===== src/rtl/fetch_controller_if.sv =====
// Decode-side instruction handshake between the fetch controller (master) and decode (slave).
interface fetch_controller_if #(
    parameter int XLEN = 64
);
    logic            out_valid;
    logic            out_ready;
    logic [31:0]     out_instruction;
    logic [XLEN-1:0] out_pc;

    modport master (output out_valid, out_instruction, out_pc, input out_ready);
    modport slave  (input out_valid, out_instruction, out_pc, output out_ready);
endinterface


===== src/rtl/fetch_controller.sv =====
// Instruction fetch sequencer: drives the PC into a combinational-read instruction memory,
// buffers returned words in a small FIFO and hands them to decode over valid/ready.
module fetch_controller #(
    parameter int              XLEN       = 64,
    parameter logic [XLEN-1:0] RESET_PC   = '0,
    parameter int              IMEM_WORDS = 128,
    parameter int              FIFO_DEPTH = 2
) (
    input  logic                clk,
    input  logic                rst_n,
    input  logic                start,
    input  logic                redirect_valid,
    input  logic [XLEN-1:0]     redirect_pc,
    output logic [XLEN-1:0]     imem_pc,
    input  logic [31:0]         imem_instruction,
    fetch_controller_if.master  dec,
    output logic                busy,
    output logic                halted,
    output logic                fault
);

    localparam int               PTR_W      = (FIFO_DEPTH > 1) ? $clog2(FIFO_DEPTH) : 1;
    localparam int               CNT_W      = PTR_W + 1;
    localparam logic [PTR_W-1:0] PTR_ONE    = PTR_W'(1);
    localparam logic [CNT_W-1:0] CNT_FULL   = CNT_W'(FIFO_DEPTH);
    localparam logic [XLEN-3:0]  WORD_LIMIT = (XLEN-2)'(IMEM_WORDS);

    typedef enum logic [1:0] {
        S_IDLE,
        S_FETCH,
        S_DRAIN,
        S_HALTED
    } state_t;

    state_t           state;
    logic [XLEN-1:0]  pc;

    logic [31:0]      fifo_instr [FIFO_DEPTH];
    logic [XLEN-1:0]  fifo_pc    [FIFO_DEPTH];
    logic [PTR_W-1:0] rd_ptr;
    logic [PTR_W-1:0] wr_ptr;
    logic [CNT_W-1:0] count;

    logic             empty;
    logic             full;
    logic             out_of_range;
    logic             fire;
    logic             end_marker;
    logic             push;
    logic             pop;
    logic [PTR_W-1:0] head_idx;

    // NOTE: every signal gets a value on every path through always_comb, otherwise a latch is inferred.
    always_comb begin
        empty        = (count == '0);
        full         = (count == CNT_FULL);
        // Full-width index compare so a PC past the memory never aliases back onto word 0.
        out_of_range = (state == S_FETCH) && !redirect_valid && (pc[XLEN-1:2] >= WORD_LIMIT);
        fire         = (state == S_FETCH) && !redirect_valid && !full && !out_of_range;
        end_marker   = fire && (imem_instruction == 32'h0000_0000);
        push         = fire && !end_marker;
        pop          = !empty && dec.out_ready && !redirect_valid;
        // An empty buffer keeps presenting the entry that was last at the head.
        head_idx     = empty ? (rd_ptr - PTR_ONE) : rd_ptr;
    end

    // NOTE: the buffer storage is reset because its head drives the outputs even when empty.
    always_ff @(posedge clk or negedge rst_n) begin
        if (!rst_n) begin
            for (int i = 0; i < FIFO_DEPTH; i++) begin
                fifo_instr[i] <= '0;
                fifo_pc[i]    <= '0;
            end
            rd_ptr <= '0;
            wr_ptr <= '0;
            count  <= '0;
        end else if (redirect_valid) begin
            // Step past the live head so the empty buffer still shows it.
            if (!empty) begin
                rd_ptr <= rd_ptr + PTR_ONE;
                wr_ptr <= rd_ptr + PTR_ONE;
            end
            count <= '0;
        end else begin
            if (push) begin
                fifo_instr[wr_ptr] <= imem_instruction;
                fifo_pc[wr_ptr]    <= pc;
                wr_ptr             <= wr_ptr + PTR_ONE;
            end
            if (pop) begin
                rd_ptr <= rd_ptr + PTR_ONE;
            end
            count <= count + CNT_W'(push) - CNT_W'(pop);
        end
    end

    // NOTE: state is updated with non-blocking assignments so every register samples pre-edge values.
    always_ff @(posedge clk or negedge rst_n) begin
        if (!rst_n) begin
            state  <= S_IDLE;
            pc     <= RESET_PC;
            busy   <= 1'b0;
            halted <= 1'b0;
            fault  <= 1'b0;
        end else if (redirect_valid) begin
            pc     <= {redirect_pc[XLEN-1:2], 2'b00};
            state  <= S_FETCH;
            busy   <= 1'b1;
            halted <= 1'b0;
            if (redirect_pc[1:0] != 2'b00) begin
                fault <= 1'b1;
            end
        end else begin
            case (state)
                S_IDLE: begin
                    if (start) begin
                        state <= S_FETCH;
                        busy  <= 1'b1;
                    end
                end
                S_FETCH: begin
                    if (out_of_range) begin
                        fault <= 1'b1;
                        state <= S_DRAIN;
                    end else if (end_marker) begin
                        state <= S_DRAIN;
                    end else if (push) begin
                        pc <= pc + XLEN'(4);
                    end
                end
                S_DRAIN: begin
                    if (empty) begin
                        state  <= S_HALTED;
                        busy   <= 1'b0;
                        halted <= 1'b1;
                    end
                end
                S_HALTED: begin
                    if (start) begin
                        state  <= S_FETCH;
                        busy   <= 1'b1;
                        halted <= 1'b0;
                    end
                end
                default: begin
                    state  <= S_IDLE;
                    busy   <= 1'b0;
                    halted <= 1'b0;
                end
            endcase
        end
    end

    assign imem_pc             = pc;
    assign dec.out_valid       = !empty;
    assign dec.out_instruction = fifo_instr[head_idx];
    assign dec.out_pc          = fifo_pc[head_idx];

endmodule


===== src/flat_wrapper.sv =====
// flat-port wrapper written by rule: the top's interface ports become plain ports
module fetch_controller_flat 
#(
    parameter int              XLEN       = 64,
    parameter logic [XLEN-1:0] RESET_PC   = '0,
    parameter int              IMEM_WORDS = 128,
    parameter int              FIFO_DEPTH = 2
)
  (clk, rst_n, start, redirect_valid, redirect_pc, imem_pc, imem_instruction, busy, halted, fault, dec_out_valid, dec_out_instruction, dec_out_pc, dec_out_ready);
  fetch_controller_if #(.XLEN(XLEN)) dec_i ();
  input  logic clk;
  input  logic rst_n;
  input  logic start;
  input  logic redirect_valid;
  input  logic [XLEN-1:0] redirect_pc;
  output logic [XLEN-1:0] imem_pc;
  input  logic [31:0] imem_instruction;
  output logic busy;
  output logic halted;
  output logic fault;
  output wire logic [$bits(dec_i.out_valid)-1:0] dec_out_valid;
  output wire logic [$bits(dec_i.out_instruction)-1:0] dec_out_instruction;
  output wire logic [$bits(dec_i.out_pc)-1:0] dec_out_pc;
  input wire logic [$bits(dec_i.out_ready)-1:0] dec_out_ready;
  assign dec_out_valid = dec_i.out_valid;
  assign dec_out_instruction = dec_i.out_instruction;
  assign dec_out_pc = dec_i.out_pc;
  assign dec_i.out_ready = dec_out_ready;
  fetch_controller #(.XLEN(XLEN), .RESET_PC(RESET_PC), .IMEM_WORDS(IMEM_WORDS), .FIFO_DEPTH(FIFO_DEPTH)) u_core (.clk(clk), .rst_n(rst_n), .start(start), .redirect_valid(redirect_valid), .redirect_pc(redirect_pc), .imem_pc(imem_pc), .imem_instruction(imem_instruction), .dec(dec_i), .busy(busy), .halted(halted), .fault(fault));
endmodule

===== config.mk =====
export PLATFORM = sky130hd
export DESIGN_NAME = fetch_controller_flat
export DESIGN_NICKNAME = d
export VERILOG_FILES = /design/src/rtl/fetch_controller_if.sv /design/src/rtl/fetch_controller.sv /design/src/flat_wrapper.sv
export SDC_FILE = /design/constraint.sdc
export NUM_CORES = 1
export LEC_CHECK = 0
export CAP_MARGIN = 10
export CORE_AREA = 2 2 155 157
export DETAILED_ROUTE_END_ITERATION = 16
export DIE_AREA = 0 0 157 159
export HOLD_SLACK_MARGIN = 0.02
export PLACE_DENSITY = 0.74
export SETUP_SLACK_MARGIN = 0.02
export SLEW_MARGIN = 15
export SYNTH_ARGS = -nofsm -noshare
export SYNTH_HDL_FRONTEND = slang
export SYNTH_SLANG_ARGS = --single-unit

===== constraint.sdc =====
create_clock -name clk -period 4.2 [get_ports clk]
set_clock_uncertainty 0.15 [all_clocks]
set_input_delay 0.63 -clock clk [delete_from_list [all_inputs] [get_ports clk]]
set_output_delay 0.63 -clock clk [all_outputs]
set_load 0.02 [all_outputs]

# Word-level counts from Yosys, hierarchy flattened
# Index checks and enable logic that the tools add are counted.
classes:
  addsub: 6
  magnitude_cmp: 4
  n_eq_ne: 12
  muxes: 42
  n_bitwise: 3
  n_reduce_logical: 33
op_table:
  columns: ["cell", "count"]
  rows:
  - ["$mux W64", 9]
  - ["$bwmux W128", 1]
  - ["$mux W32", 4]
  - ["$add A64 B3 Y64 const B", 1]
  - ["$bwmux W64", 1]
  - ["$demux W64 S1", 1]
  - ["$ge A62 B8 Y1 const B", 1]
  - ["$demux W32 S1", 1]
  - ["$logic_not A32 Y1", 1]
  - ["$mux W1", 16]
  - ["$mux W2", 6]
  - ["$reduce_and A3 Y1", 4]
  - ["$reduce_bool A2 Y1", 5]
  - ["$logic_and A1 B1 Y1", 9]
  - ["$eq A2 B2 Y1 const B", 3]
  - ["$ne A2 B2 Y1 const B", 3]
  - ["$pmux W2 S3", 1]
  - ["$reduce_and A2 Y1", 3]
  - ["$reduce_bool A3 Y1", 2]
  - ["$logic_not A1 Y1", 5]
  - ["$ge A2 B2 Y1 const B", 2]
  - ["$logic_not A2 Y1", 2]
  - ["$ne A4 B2 Y1 const B", 1]
  - ["$not A1 Y2", 2]
  - ["14 further kinds", 16]
totals:
  regBits: 265
  out_inout_bits: 164
  word_cells: 112

# Depth between registers and ports, before layout
logic_depth:
  depth_word: 13
  mapped_depth: 11
  ltp_nobuf: 10

# Least setup slack after synthesis
# OpenSTA, ideal clock, no wires.
synth_path:
  path_type: "register to register"
  start: "reg u_core.pc[34] (netlist: u_core.imem_pc[34])"
  end: "reg u_core.count[1]"
  setup_ps: 133
  arrival_time_ps: 2379
  required_ps: 3917
  setup_slack_ps: 1538
  stages_incl_launch_ff: 10
  n_path_buf: 1
  period_less_slack_ps: 2662
  cell_sequence: "dfrtp_1 -> nor4_1 -> nand4_1 -> or4_4 -> buf_2 -> nor3_1 -> ha_1 -> xor2_1 -> xnor2_1 -> nor2_1"
synth_via:
  elab_chain_len: 10
synth_rtl:
  columns: ["item", "line_no", "text"]
  rows:
  - ["start: declaration", "fetch_controller.sv:36", "logic [XLEN-1:0] pc;"]
  - ["start signal: assignment", "fetch_controller.sv:106", "pc <= {redirect_pc[XLEN-1:2], 2'b00};"]
  - ["start signal: assignment", "fetch_controller.sv:128", "pc <= pc + XLEN'(4);"]
  - ["$ge A62 B8 Y1 (*)", "fetch_controller.sv:58", "out_of_range = (state == S_FETCH) && !redirect_valid && (pc[XLEN-1:2] >= WORD_LIMIT);"]
  - ["$logic_and A1 B1 Y1 (*)", "fetch_controller.sv:58", null]
  - ["$logic_not A1 Y1 (*)", "fetch_controller.sv:59", "fire = (state == S_FETCH) && !redirect_valid && !full && !out_of_range;"]
  - ["$logic_and A1 B1 Y1 (*)", "fetch_controller.sv:59", null]
  - ["$logic_and A1 B1 Y1", "fetch_controller.sv:60", "end_marker = fire && (imem_instruction == 32'h0000_0000);"]
  - ["$logic_not A1 Y1", "fetch_controller.sv:61", "push = fire && !end_marker;"]
  - ["$logic_and A1 B1 Y1 (*)", "fetch_controller.sv:61", null]
  - ["$add A2 B1 Y2 (*)", "fetch_controller.sv:93", "count <= count + CNT_W'(push) - CNT_W'(pop);"]
  - ["$sub A2 B1 Y2 (*)", "fetch_controller.sv:93", null]
  - ["$mux W2 (*)", "fetch_controller.sv:77", "end else if (redirect_valid) begin"]
  - ["end signal: assignment", "fetch_controller.sv:93", null]
  - ["end: declaration", "fetch_controller.sv:42", "logic [CNT_W-1:0] count;"]
# Every way passes the cells marked *; elsewhere a longest branch is shown, timed or not.
# A chain may end at the register's enable or synchronous reset.

# Worst setup path after layout
layout_path:
  start: "reg u_core.count[1]"
  end: "out dec_out_pc[59]"
layout_via:
  elab_chain_len: 6
layout_rtl:
  columns: ["item", "line_no", "text"]
  rows:
  - ["$logic_not A2 Y1", "fetch_controller.sv:55", "empty = (count == '0);"]
  - ["$mux W1", "fetch_controller.sv:64", "head_idx = empty ? (rd_ptr - PTR_ONE) : rd_ptr;"]
  - ["$not A1 Y2 (not written as such)", "fetch_controller.sv:157", "assign dec.out_pc = fifo_pc[head_idx];"]
  - ["$mux W64 (not written as such) (3 in a row)", "fetch_controller.sv:157", null]
  - ["end: declaration", "flat_wrapper.sv:23", "output wire logic [$bits(dec_i.out_pc)-1:0] dec_out_pc;"]
# Every way passes these cells. The select of a mux whose other input is x is not followed.

==> flow_results.org <==
** Outcome
- The flow ran to the end, and the final reports show no timing, DRC or antenna violations.

** Logic synthesis
- Of all flip-flops after synthesis, the portion carrying an async set or reset was 1.00.
- During synthesis, Yosys emitted a total of 0 warnings.
- In the synthesized netlist the dominant register cell turns out to be dfrtp_1.
- Number of enable-type register cells in the synthesized netlist :: 0
- Synthesis produced 777 cells.
- Each instance of the synthesized netlist takes up on average 13.9 sq um.
- For this run, the register share of the synthesized area comes to 0.599.
- Synth Register Bits :: 259
- The mapped netlist covers 10800 sq um.
- Synthesis instantiated 45 different standard cells from the library.

** Final layout
- At the end of the flow, the number of nets in the layout was 1146.
- At the end of the flow the core is filled with cells to 0.636.
- # fillers :: 1799
- Register cell area after layout :: 6480 sq um
- Once layout is done, the placed cells without fillers occupy 14700 sq um.
- Of the cells placed in the final design, the portion with a size suffix greater than 1 is 0.266.
- Footprint of the multi-input gates :: 4110 sq um
- Post-synthesis to final-layout area growth :: 36.3%

** CTS
- CTS clock-pin slew for the worst setup and hold paths :: 60 ps
- The number of setup buffers added after CTS is 0.
- H-tree depth :: 1
- Gates resized during post-CTS repair numbered 0.
- Counting the buffers created by CTS gives 29.
- Number of buffers on the longest clock path :: 3
- Clk root buf :: clkbuf_16
- Post-CTS Hold Fix Bufs :: 0
- The clock reaches the later pin of the worst-skew pair after 530 ps.
- CTS Sinks :: 259
- TritonCTS clock tree :: done

** Floorplanning
- After floorplanning, the core was divided into 56 placement rows.
- The die is 159 um tall.
- For this configuration, the core starts out at a cell density of 0.467.
- Chip Width :: 157 um
- Die Area :: 25000 sq um
- Num ports :: 265
- Floorplan Core Area :: 23200 sq um

** Setup path
- Data on the critical path is required at its endpoint by 3420 ps.
- The signal on the critical path passes through nor2_1 -> xnor2_2 -> buf_4 -> mux2_2 -> clkdlybuf4s50_1.
- Crit path kind :: reg2out
- Critical path's largest stage delay :: 580 ps
- STA classifies the critical path startpoint as a flip-flop.
- At the worst endpoint, the arrival time is 2950 ps.
- Of all nets on the critical path, the largest fanout is 49.
- The worst setup path is captured at an output port.
- On the critical path, the stage with the largest delay is an instance of buf_4.
- The worst register-to-register path has a depth of 6.

** Detailed routing
- The pre-antenna-repair detailed-routing pass consisted of 4 iterations.
- Total vias in the final route :: 6942
- In the final routed layout, each cell accounts on average for 17.8 um.
- Drt initial violations :: 437
- Total Wirelength :: 24600 um
- In the routed design, unresolved DRC markers number 0.
- Number of nets still failing antenna checks after routing :: 0
- Using the TritonRoute via totals, the vias-per-cell ratio works out to 5.03.

** Global routing
- Global-route wire length before repair :: 40000 um
- GRT Resource Usage Total :: 0.199
- Entering global routing, the biggest net connects 118 pins.
- The number of global-route vias before repair was 7316.
- Initial antenna violation count :: 1
- The total overflow left after global routing is 0.

** Power
- Leakage power summed over all cells :: 6.92 nW
- For this design the ratio of total power to cell area is 420 nW/um^2.
- Tot Pwr :: 6.19 mW
- VDD sags by at most 0.314 mV.

** Placed design
- The wire-length estimate of the detail-placed layout is 16000 um.
- Global placement routability congestion :: 0.813
- Port buffering added 260 buffers.
- Summing all placed instances gives a cell area of 13700 sq um.

** Timing
- Endpoints failing setup :: 0
- At the pin with the least slew margin, the transition time is 964 ps.
- Number of failing hold endpoints at the final stage :: 0
- Period Utilization, post-route :: 0.888
- Measured against its own limit, the worst slew margin works out to 0.355.
- Summed over all failing endpoints, the final setup total negative slack is 0 ps.
- Static timing analysis puts the maximum clock frequency at 268 MHz.
- Unrepaired setup endpoints after global routing :: false
- The total count of max-transition violations in the final report was 0.
- Min cycle time layout :: 3730 ps

** Hold path
- Path type of the worst min-delay path :: in2async

** Job
- Max-cap violations in this run came to 0.
-- cell type report --
cell class / instances / share of cell area
diodes: 1 / 0.000170
clock buffers: 45 / 0.0580
clock inverters: 8 / 0.00967
inverters: 10 / 0.00255
multi-input cells: 467 / 0.279
flip-flops and latches: 259 / 0.440
well taps: 319 / 0.0271
repair buffers: 270 / 0.184
-- Yosys cell counts (3+ instances only) --
library cell  instances  area, sq um
xnor2_1               3         26.3
nand2b_1              4         25.0
buf_2                16         80.1
o211ai_1              5         37.5
nand4_1               6         37.5
nand2_1              11         41.3
clkbuf_1             17         63.8
a21oi_1               3         15.0
mux2_2              218         2450
a31oi_1               3         18.8
dfrtp_1             259         6480
inv_1                10         37.5
o21ai_0               7         35.0
buf_4                 8         60.1
nor4_1               24          150
mux2_1               10          113
ha_1                  8          100
nor2b_1             114          713
nor2_1               15         56.3
-- critical path, delay by kind of cell, from the launching register on --
family	cells	cell delay (ps)
buffers and inverters	2	1160
muxes	1	410
DFF	1	400
xor gates and xnor gates	1	150
and+or+nand+nor	1	240
-- worst paths after layout --
path                                  startpoint                     to  slack [ps]
max                              u_core.count[1]         dec_out_pc[59]         470
min                                        rst_n     u_core.imem_pc[30]          60
max reg2reg                   u_core.imem_pc[33]  u_core.fifo_instr[29]         730
min reg2reg                u_core.fifo_instr[44]  u_core.fifo_instr[44]         340
max in group asynchronous                  rst_n  u_core.fifo_instr[16]        2920
min in group clk                  redirect_valid      u_core.imem_pc[3]         320
-- logic make-up (layout without fill, tap and decap cells) --
kind of cell,Yosys count,after routing,synth area share
AO/OA/AOI/OAI,29,29,0.0184
XOR/XNOR,4,4,0.00324
adder cells (fa/ha/maj),8,8,0.00925
buffers and inverters,54,333,0.0241
flip-flops,259,259,0.599
multiplexers,229,229,0.238
other,1,5,0.000347
AND/OR/NAND/NOR,193,193,0.108
-- sequential cells by signal, summed over array words and instances (netlist names) --
name and count:
u_core.halted 1, u_core.state 2, u_core.fifo_instr 64, u_core.count 2
u_core.rd_ptr 1, u_core.busy 1, u_core.wr_ptr 1, u_core.fault 1
u_core.fifo_pc 124, u_core.imem_pc 62
-- cell usage in the layout, fill, tap and decap left out, types with 2 or more instances in the layout --
| cell | n |
|---|---|
| nand2_1 | 11 |
| clkinv_2 | 3 |
| a211oi_1 | 2 |
| or2_2 | 2 |
| clkbuf_1 | 9 |
| ha_1 | 8 |
| clkdlybuf4s50_1 | 258 |
| and3_1 | 2 |
| buf_12 | 3 |
| or4_1 | 2 |
| nor4_1 | 24 |
| xnor2_1 | 2 |
| a21oi_1 | 3 |
| nand3_1 | 2 |
| a31oi_1 | 3 |
| nand2b_1 | 4 |
| o211ai_1 | 5 |
| dfrtp_1 | 259 |
| nor2_1 | 15 |
| clkbuf_16 | 29 |
| inv_1 | 10 |
| conb_1 | 4 |
| mux2_2 | 218 |
| bufinv_16 | 4 |
| nor2b_1 | 114 |
| o21ai_0 | 7 |
| nand4_1 | 6 |
| nor3_1 | 2 |
| o31ai_1 | 2 |
| a211o_1 | 2 |
| buf_4 | 7 |
| mux2_1 | 10 |
| nor3_4 | 2 |
| clkbuf_8 | 7 |
-- where the power goes --
part | total, mW | internal [mW] | switching, mW
Clock | 2.61 | 1.64 | 0.971
Sequential | 2.65 | 2.57 | 0.0793
Combinational | 0.931 | 0.446 | 0.485
Total | 6.19 | 4.65 | 1.53
-- layer usage --
metal / wire (um) / GRT usage / part of all wire / vias to the layer above
met3: 1540 / 0.0476 / 0.063 / 53
met2: 11200 / 0.305 / 0.46 / 192
li1: - / - / - / 3233
met4: 788 / 0.0713 / 0.032 / 0
met1: 11000 / 0.277 / 0.45 / 3464
met5: 0 / 0 / 0 / -
-- through the flow --
step,cells,setup WS (ps),hold WS [ps]
3_5_place_dp,1325,550,323
2_1_floorplan,780,1540,184
3_3_place_gp,1325,634,315
6_report,1379,472,63.4
5_1_grt,1379,332,119
4_1_cts,1378,451,69.5
Note: power is estimated with default switching activity, not from simulation.
